===== src/rtl/arb_request_mux.sv =====
`timescale 1ns/1ps
// arb_request_mux
// Holds one pending payload per client, presents the pending set as a request
// vector to an external combinational arbiter, and moves the granted payload
// into a single registered valid/ready output stage. A malformed grant raises
// a sticky error flag and is otherwise ignored.
module arb_request_mux #(
    parameter int REQ_WIDTH  = 8,
    parameter int DATA_WIDTH = 32,
    parameter int SRC_WIDTH  = $clog2(REQ_WIDTH)
) (
    input  logic                            clk,
    input  logic                            rst_n,
    input  logic [REQ_WIDTH-1:0]            in_valid,
    output logic [REQ_WIDTH-1:0]            in_ready,
    input  logic [REQ_WIDTH*DATA_WIDTH-1:0] in_data,
    output logic [REQ_WIDTH-1:0]            req,
    input  logic [REQ_WIDTH-1:0]            gnt,
    output logic                            out_valid,
    input  logic                            out_ready,
    output logic [DATA_WIDTH-1:0]           out_data,
    output logic [SRC_WIDTH-1:0]            out_src,
    output logic                            err
);

    logic [REQ_WIDTH-1:0]  full_q, full_d;
    logic [DATA_WIDTH-1:0] slotData_q [REQ_WIDTH];
    logic                  outValid_q, outValid_d;
    logic [DATA_WIDTH-1:0] outData_q, outData_d;
    logic [SRC_WIDTH-1:0]  outSrc_q, outSrc_d;
    logic                  err_q, err_d;

    logic                  canLoad;
    logic                  gntMulti;
    logic                  gntStray;
    logic                  gntBad;
    logic                  captureEn;
    logic [REQ_WIDTH-1:0]  captureVec;
    logic [REQ_WIDTH-1:0]  loadEn;
    logic [SRC_WIDTH-1:0]  gntIdx;

    // The output stage can accept a new payload when empty or draining this cycle.
    // Requests are masked while stalled so the arbiter only rotates on real consumption.
    assign canLoad    = !outValid_q || out_ready;
    assign req        = full_q & {REQ_WIDTH{canLoad}};
    assign in_ready   = ~full_q;

    // A grant is usable only if it is one-hot and lands on a bit we are requesting.
    assign gntMulti   = |(gnt & (gnt - REQ_WIDTH'(1)));
    assign gntStray   = |(gnt & ~req);
    assign gntBad     = gntMulti | gntStray;
    assign captureEn  = canLoad && (gnt != '0) && !gntBad;
    assign captureVec = captureEn ? gnt : '0;
    assign loadEn     = in_valid & ~full_q;

    // Convert the one-hot grant into a client index.
    always_comb begin
        gntIdx = '0;
        for (int i = 0; i < REQ_WIDTH; i++) begin
            if (gnt[i]) begin
                gntIdx = SRC_WIDTH'(i);
            end
        end
    end

    // Next-state for slot occupancy, the output stage and the sticky error flag.
    always_comb begin
        full_d     = (full_q | loadEn) & ~captureVec;
        outValid_d = outValid_q;
        outData_d  = outData_q;
        outSrc_d   = outSrc_q;
        err_d      = err_q | gntBad;
        if (captureEn) begin
            outValid_d = 1'b1;
            outData_d  = slotData_q[gntIdx];
            outSrc_d   = gntIdx;
        end else if (out_ready) begin
            outValid_d = 1'b0;
        end
    end

    // Control and output registers; reset discards every pending payload at once.
    always_ff @(posedge clk or negedge rst_n) begin
        if (!rst_n) begin
            full_q     <= '0;
            outValid_q <= 1'b0;
            outData_q  <= '0;
            outSrc_q   <= '0;
            err_q      <= 1'b0;
        end else begin
            full_q     <= full_d;
            outValid_q <= outValid_d;
            outData_q  <= outData_d;
            outSrc_q   <= outSrc_d;
            err_q      <= err_d;
        end
    end

    // Per-client payload capture whenever an empty slot sees valid.
    always_ff @(posedge clk or negedge rst_n) begin
        if (!rst_n) begin
            for (int i = 0; i < REQ_WIDTH; i++) begin
                slotData_q[i] <= '0;
            end
        end else begin
            for (int i = 0; i < REQ_WIDTH; i++) begin
                if (loadEn[i]) begin
                    slotData_q[i] <= in_data[i*DATA_WIDTH +: DATA_WIDTH];
                end
            end
        end
    end

    assign out_valid = outValid_q;
    assign out_data  = outData_q;
    assign out_src   = outSrc_q;
    assign err       = err_q;

endmodule


===== config.mk =====
export PLATFORM = sky130hd
export DESIGN_NAME = arb_request_mux
export DESIGN_NICKNAME = d
export VERILOG_FILES = /design/src/rtl/arb_request_mux.sv
export SDC_FILE = /design/constraint.sdc
export NUM_CORES = 1
export LEC_CHECK = 0
export BUFFER_PORTS_ARGS = -buffer_cell sky130_fd_sc_hd__buf_2
export CELL_PAD_IN_SITES_DETAIL_PLACEMENT = 0
export CELL_PAD_IN_SITES_GLOBAL_PLACEMENT = 2
export CORE_ASPECT_RATIO = 0.75
export CORE_MARGIN = 2
export CORE_UTILIZATION = 36
export DETAILED_ROUTE_END_ITERATION = 10
export PLACE_DENSITY_LB_ADDON = 0.1
export SYNTH_ARGS = -nofsm -noshare
export SYNTH_HDL_FRONTEND = slang
export SYNTH_SLANG_ARGS = --single-unit

===== constraint.sdc =====
create_clock -name clk -period 2.89 [get_ports clk]
set_input_delay 0.289 -clock clk [delete_from_list [all_inputs] [get_ports clk]]
set_output_delay 0.289 -clock clk [all_outputs]
set_load 0.01 [all_outputs]

Word level (Yosys, flattened, before mapping)
Index checks and enable logic that the tools add are counted.
{ "totals": {"regBits": 301, "latchBits": 0, "ram_bits": 0, "rom_bits": 0, "input_bits": 275, "output_inout_bits": 53, "wordCells": 49, "memories": 0} }
{ "classes": {"addsub": 1, "multipliers": 0, "div": 0, "magnitude_cmp": 1, "n_eq_ne": 0, "n_shift": 0, "n_mux": 13, "n_bitwise": 12, "reduce_logical": 9} }
{ "op_table": {"columns": ["cell", "count"], "rows": [
  ["$bmux 32 s3", 1],
  ["$mux 32", 2],
  ["$and 8x8->8", 5],
  ["$not 8->8", 3],
  ["$reduce_or 8->1", 2],
  ["$mux 3", 4],
  ["$mux 8", 1],
  ["$or 8x8->8", 1],
  ["$reduce_bool 8->1", 1],
  ["$sub 8x1->8 const B", 1],
  ["$ge 4x4->1 const B", 1],
  ["$mux 2", 2],
  ["$not 3->4", 1],
  ["$mux 1", 3],
  ["$logic_and 1x1->1", 2],
  ["$logic_not 1->1", 2],
  ["$or 1x1->1", 2],
  ["$reduce_bool 2->1", 1],
  ["$logic_or 1x1->1", 1]
]} }

Longest topological paths before layout
Gate-level depths: netlist of the first run.
{ "logic_depth": {"ltp_word": 12, "depth_mapped": 9, "depth_no_buf": 6} }

Worst setup path after synthesis of the first run
No wires, ideal clock.
{ "synth_path": {"path_kind": "reg2reg", "from": "reg outValid_q (netlist: out_valid)", "to": "reg outData_q[22] (netlist: out_data[22])", "setup_ps": 126, "arrival_time_ps": 2250, "t_required_ps": 2764, "slack_ps": 514, "stages_incl_launch_ff": 9, "path_buffers": 3, "synth_period_minus_slack_ps": 2376, "cell_sequence": "dfrtp_1 nor2b_1 clkbuf_1 o21ai_0 o2111ai_2 or4_1 buf_6 buf_8 a221o_1"} }
{ "synth_via": {"elab_chain_cells": 9, "elab_cells_between_ends": 10, "cone_classes": "bitwise: 4; reduce/logical: 6"} }
{ "synth_lines": {"columns": ["element", "line_no", "rtl"], "rows": [
  ["from (decl)", "28", "logic outValid_q, outValid_d;"],
  ["from (signal assigned)", "92", "outValid_q <= outValid_d;"],
  ["$logic_not 1->1 *", "44", "assign canLoad = !outValid_q || out_ready;"],
  ["$logic_or 1x1->1 *", "44", null],
  ["$and 8x8->8", "45", "assign req = full_q & {REQ_WIDTH{canLoad}};"],
  ["$not 8->8", "50", "assign gntStray = |(gnt & ~req);"],
  ["$and 8x8->8", "50", null],
  ["$reduce_or 8->1", "50", null],
  ["$or 1x1->1", "51", "assign gntBad = gntMulti | gntStray;"],
  ["$logic_not 1->1", "52", "assign captureEn = canLoad && (gnt != '0) && !gntBad;"],
  ["$logic_and 1x1->1 *", "52", null],
  ["to (signal assigned)", "93", "outData_q <= outData_d;"],
  ["to (decl)", "29", "logic [DATA_WIDTH-1:0] outData_q, outData_d;"]
]} }
Every way passes the cells marked *; elsewhere a longest branch is shown, timed or not.
A chain may end at the register's enable or synchronous reset.

Final worst setup path of the first run
{ "layout_path": {"from": "reg outValid_q (netlist: out_valid)", "to": "reg outData_q[15] (netlist: out_data[15])"} }
Same word-level chain as after synthesis.

==> results of run 1 <==
[power by group]
group          switching (µW)  leakage, µW  internal [µW]
clock network            1760     0.000564           2670
logic                    1350      0.00402           1730
registers                 785      0.00362           5600
total                    3900      0.00821          10000
[through the flow]
| stage | total power, µW | setup slack (ns) | instances |
|---|---|---|---|
| after detailed placement | 9424 | 0.1080 | 1785 |
| final | 13910 | 0.2951 | 1980 |
| after global routing | 14630 | 0.2007 | 1978 |
| after CTS | 14050 | 0.3189 | 1974 |
| after global placement | 9351 | 0.1646 | 1785 |
| after floorplan | 8097 | 0.5136 | 1008 |
[flip-flops by register name, indices dropped and copies added, names as in the netlist]
signal,count
slotData_q,256
out_data,32
full_q,8
out_src,3
err,1
out_valid,1
[per-layer routing]
metal | part of all wire [%] | vias to the layer above | wire length, µm
met4 | 1.2 | 2 | 527
met3 | 5.5 | 40 | 2429
li1 | - | 4625 | -
met2 | 45 | 266 | 19890
met1 | 49 | 5128 | 21680
met5 | 0.029 | - | 13
[critical path, delay by kind of cell (launching register included)]
family,cells,cell delay (ns)
AND/OR/NAND/NOR,2,0.95
AO/OA/AOI/OAI,3,0.91
flip-flops,1,0.38
buffers and inverters,1,0.20
[cells by family after synthesis]
kind of cell             count (synthesis)  synth area share, %
flip-flops                             301                56.67
multiplexers                           289                24.19
AO/OA/AOI/OAI                          216                12.27
AND/OR/NAND/NOR                        113                3.794
buffers and inverters                   88                3.003
adder cells (fa/ha/maj)                  1              0.07532
[cells in the final DEF, fill, tap and decap left out, drive strengths merged, types with 5 or more instances in the layout]
master,n
a21oi,74
nand2,68
buf,358
nor2,20
a22oi,32
o21ai,5
mux2i,32
inv,12
dlygate4sd3,132
a221o,32
o22ai,32
dfrtp,301
nor2b,10
mux2,257
clkbuf,50
diode,5
a211oi,32
[area by class of cell]
| class | count | area, µm² | area share, % |
|---|---|---|---|
| diodes | 5 | 12.51 | 0.06889 |
| clock buffers | 50 | 1042 | 5.739 |
| clock inverters | 8 | 96.34 | 0.5304 |
| inverters | 11 | 41.29 | 0.2273 |
| multi-input cells | 619 | 5466 | 30.10 |
| flip-flops and latches | 301 | 7532 | 41.47 |
| well taps | 496 | 620.6 | 3.417 |
| repair buffers | 490 | 3351 | 18.45 |
[what timing repair did]
| item | CTS | global route |
|---|---|---|
| hold buffers | 131 | 1 |
| endpoints found under the hold margin | 171 | 1 |
| gates resized for setup | 0 | 0 |
[path summary, 6_finish.rpt]
kind                                  endpoint  slack, ns  depth (start not counted)
worst max-delay path              out_data[15]       0.30                          6
worst min-delay path            slotData_q[52]       0.02                          2
worst max register to register    out_data[15]       0.30                          6
worst min register to register             err       0.47                          1
max in group asynchronous       slotData_q[91]       1.74                          3
min in group asynchronous            full_q[0]       0.27                          2
==> results_dict.tcl, run 1 <==
set metrics [dict create \
    top_usage_layer "met2" \
    synth_common_cells "dfrtp_1, mux2_2, a21oi_1" \
    use_met1_pct 33.95 \
    finalClockSkew_ns 0.01854 \
    cts_setup_buffers 0 \
    path_clk_slew_ns 0.06 \
    critical_path.max_stage_delay_ns 0.72 \
    cap_violations 0 \
    fin_crit_sh_pct 89.79 \
    via_per_inst 5.081 \
    setup_viol 0 \
    fin_crit_ns 2.595 \
    clock-root-buffer "clkbuf_16" \
    syn_nets 1283 \
    use_met3_pct 4.644 \
    hold_viol 0 \
    finalSetupTns_ns 0 \
    worstPathMaxFanout 36 \
    cp_slowest_cell "or4_2" \
    r2r_start "out_valid" \
    max_freq_mhz 385.4 \
    portBuffers 327 \
    synthFlopType "dfrtp_1" \
    synth_top_area_share_pct 56.67 \
    utilization_pct 50.30 \
    final_antenna_net_count 0 \
    ys_warn_count 0 \
    grt_max_degree 82 \
    layout-drive-gt1-share_pct 48.61 \
    yosysMostFrequentCell "dfrtp_1" \
    yosysTopAreaCell "dfrtp_1" \
    yosysSeqAreaShare_pct 56.67 \
    rsz0062_at_grt "no" \
    coreArea_mm2 0.03611 \
    clk_latency_ns 0.52 \
    finalInstanceArea_mm2 0.01816 \
    crit_start "out_valid" \
    worstPathRequired_ns 3.28 \
    drt_wl_total_mm 44.54 \
    overflow 0 \
    area_growth_pct 36.66 \
    grt_pass1_vias 10108 \
    dieArea_mm2 0.03849 \
    ioPinCount 328 \
    antenna_found_initial 6 \
    clk_path_buf_depth 3 \
    max_slew_margin_pct 36.04 \
    die_w_um 225.9 \
    dpl_cell_area_mm2 0.01569 \
    crit_chain "nor2b_1, o32ai_2, o2111ai_2, or4_2, buf_12, a221o_1" \
    hold_path.startpoint "in_data[212]" \
    critPathKind "reg -> reg" \
    wl_per_cell_um 22.49 \
    final_nets 1733 \
    cts_tree "yes" \
    critPathArrivalTime_ns 2.99 \
    fp.dieH_um 170.4 \
    drc 0 \
    cts-htree-levels 2 \
    cts_made_buffers 35 \
    initial_core_util_pct 36.81 \
    hold_ws_ns 0.01708 \
    synth_cell_types 37 \
    status "finished, final reports clean" \
    ys_seq_elements 301 \
    tightest_slew_ns 0.9594 \
    avgSynthCellArea_um2 13.18 \
    synth_edf_count 0 \
    rows 60 \
    fill_cells 3335 \
    dp_hpwl_mm 31.36 \
    gp_congestion 0.7702 \
    grt_pass1_wl_mm 65.39 \
    irDropWorstVdd_v 0.0004146 \
    syn_inst 1008 \
    startpoint_type "register" \
    netlist_area_mm2 0.01329 \
    drt-pass1-iter-count 5 \
    use_met2_pct 35.48 \
    p_per_area_mw_per_mm2 765.7 \
    leakage_uw 0.008211 \
    async_flop_share_pct 100.0 \
    maxSlewViolCount 0 \
    drtIter0Drc 541 \
    vias 10061 \
    hold_path.class "in -> reg" \
    ys_top_cells_by_area "dfrtp_1, mux2_2, a211oi_2, a21oi_1, a221o_1" \
    clock-sinks 301 \
    end_kind "register" \
    grtUsageTotal_pct 23.11 \
]
No activity file was read; power rests on OpenSTA's default activity.
==> run 2: changes to the inputs <==
--- a/config.mk
+++ b/config.mk
@@ -5,14 +5,15 @@
 export SDC_FILE = /design/constraint.sdc
 export NUM_CORES = 1
 export LEC_CHECK = 0
+export ABC_AREA = 1
 export BUFFER_PORTS_ARGS = -buffer_cell sky130_fd_sc_hd__buf_2
 export CELL_PAD_IN_SITES_DETAIL_PLACEMENT = 0
 export CELL_PAD_IN_SITES_GLOBAL_PLACEMENT = 2
 export CORE_ASPECT_RATIO = 0.75
 export CORE_MARGIN = 2
-export CORE_UTILIZATION = 36
+export CORE_UTILIZATION = 31
 export DETAILED_ROUTE_END_ITERATION = 10
-export PLACE_DENSITY_LB_ADDON = 0.1
+export PLACE_DENSITY = 0.88
 export SYNTH_ARGS = -nofsm -noshare
 export SYNTH_HDL_FRONTEND = slang
 export SYNTH_SLANG_ARGS = --single-unit
==> run 2 against run 1 <==
  * Sequential share of layout area increased by 0.82 points
  * Synthesized cell count increased by 85%
  * Die area rose by 24%
  * Clock-buffer cell count up 5
  * Worst setup slack gained 0.33 ns
  * Cell area down 1.9%
  * Core utilization decreased by 11 points
  * Fmax up 15%
  * Largest cell class unchanged
==> results_dict.tcl, run 2 <==
set metrics [dict create \
    status "finished, final reports clean" \
    mostFrequentLayoutCells "buf_2, nand2_1, dfrtp_1" \
    grt_pass1_wl_mm 78.73 \
    min_path_cells 3 \
    initial_core_util_pct 31.19 \
    fin_crit_ns 2.261 \
    final_nets 2436 \
    clock-sinks 301 \
    dieArea_mm2 0.04781 \
    finalInstanceArea_mm2 0.01781 \
    layout-drive-gt1-share_pct 19.56 \
    critPathKind "reg -> reg" \
    yosysSeqAreaShare_pct 52.75 \
    regMostFlops "slotData_q" \
    cts-htree-levels 2 \
    largest_register_ffs 256 \
    drt-pass1-iter-count 6 \
    drtIter0Drc 991 \
    fin_crit_sh_pct 78.23 \
    synth_edf_count 0 \
    via_per_inst 4.768 \
    die_w_um 251.8 \
    max_freq_mhz 442.3 \
    ioPinCount 328 \
    irDropWorstVdd_v 0.0003828 \
    antenna_found_initial 3 \
    drc 0 \
    critPathArrivalTime_ns 2.70 \
    finalClockSkew_ns 0.01594 \
    final_common_cell "buf_2" \
    max_slew_margin_pct 38.86 \
    path_clk_slew_ns 0.06 \
    synth_top_area_share_pct 52.75 \
    avgSynthCellArea_um2 7.648 \
    hold_viol 0 \
    yosysMostFrequentCell "nand2_1" \
    synthFlopType "dfrtp_1" \
    portBuffers 327 \
    overflow 0 \
    fill_cells 4812 \
    clk_latency_ns 0.52 \
    netlist_area_mm2 0.01428 \
    multi_input_area_mm2 0.005205 \
    setup_viol 0 \
    synth_common_cells "nand2_1, dfrtp_1, inv_1" \
    dpl_cell_area_mm2 0.01660 \
    coreArea_mm2 0.04577 \
    async_flop_share_pct 100.0 \
    drt_wl_total_mm 52.01 \
    grt_max_degree 131 \
    area_growth_pct 24.72 \
    rsz0062_at_grt "no" \
    fp.dieH_um 189.9 \
    cts_made_buffers 35 \
    hold_ws_ns 0.02305 \
    worstPathMaxFanout 32 \
    leakage_uw 0.009600 \
    yosysTopAreaCell "dfrtp_1" \
    hold_path.class "in -> reg" \
    finalSetupTns_ns 0 \
    dp_hpwl_mm 36.06 \
    worstPathRequired_ns 3.33 \
    rows 68 \
    ys_seq_elements 301 \
    setup_slack_ns 0.6293 \
    rrSetupSlack_ns 0.63 \
    p_per_area_mw_per_mm2 697.1 \
    ctsHoldBuffers 14 \
    syn_nets 2142 \
    grtUsageTotal_pct 21.60 \
    syn_inst 1867 \
    ys_top_cells_by_area "dfrtp_1, nand3_1, a21oi_1, nand2_1, inv_1" \
    ys_warn_count 0 \
    clock-root-buffer "clkbuf_16" \
    startpoint_type "register" \
    preCtsSetupSlack_ns 0.4845 \
    r2r_start "out_valid" \
    maxSlewViolCount 0 \
    final_antenna_net_count 0 \
    cts_tree "yes" \
    r2r_cells 9 \
    grt_pass1_vias 13002 \
    cap_violations 0 \
    end_kind "register" \
    hold_path.startpoint "in_data[198]" \
    clk_path_buf_depth 3 \
    holdPathEnd "slotData_q[38]" \
    wl_per_cell_um 18.72 \
    regToRegEndpoint "out_data[7]" \
    gp_congestion 0.9056 \
    tightest_slew_ns 0.9139 \
    cts_setup_buffers 0 \
    synth_cell_types 21 \
    vias 13251 \
    ctsResizeCount 0 \
    seq_area_mm2 0.007532 \
]
[run 2: worst max path at each step]
stage | start | end | cells past startpoint
floorplan | out_valid | full_q[7] | 10
global placement | gnt[6] | out_data[25] | 9
detailed placement | gnt[6] | out_data[25] | 9
CTS | out_valid | out_data[12] | 9
global route | out_valid | out_data[7] | 9
finish | out_valid | out_data[7] | 9
[run 2: through the flow]
step	power, µW	util (%)	instances
6_report	12410	38.91	2779
5_1_grt	13200	38.90	2778
3_5_place_dp	8272	36.26	2705
2_1_floorplan	7162	-	1867
3_3_place_gp	8196	36.26	2705
4_1_cts	12570	38.90	2778
[run 2: cells by family after synthesis]
family / Yosys count / share of synthesized area, %
simple gates: 892 / 26.32
buf+inv: 402 / 11.13
compound gates: 268 / 9.481
mux: 4 / 0.3154
flops: 301 / 52.75
[run 2: per-layer routing]
layer	vias to the layer above	GRT usage (%)	wire [µm]
met2	411	31.30	21840
li1	6411	-	-
met3	62	3.940	3490
met5	-	0	26
met1	6363	32.95	25520
met4	4	5.485	1137
[run 2: power breakdown]
group          switching (µW)  total, µW  internal, µW
Combinational            1650       2660          1010
Sequential                330       5540          5210
Clock                    1750       4220          2470
[run 2: final cells by class]
type	instances	area share, %
multi-input cells	1164	29.23
clock buffers	55	5.860
repair buffers	371	12.21
well taps	595	4.180
clock inverters	4	0.1265
inverters	288	6.084
diodes	1	0.01405
flip-flops and latches	301	42.30
[run 2: worst max-delay path, stage by stage, from the launching register on]
cell     delay, ns
dfrtp_1       0.40
inv_1         0.08
nor2_2        0.07
o21ai_0       0.17
nand3_1       0.09
nor2_1        0.16
nand3_2       0.22
nor2_8        0.49
nand2_1       0.33
nand3_1       0.16
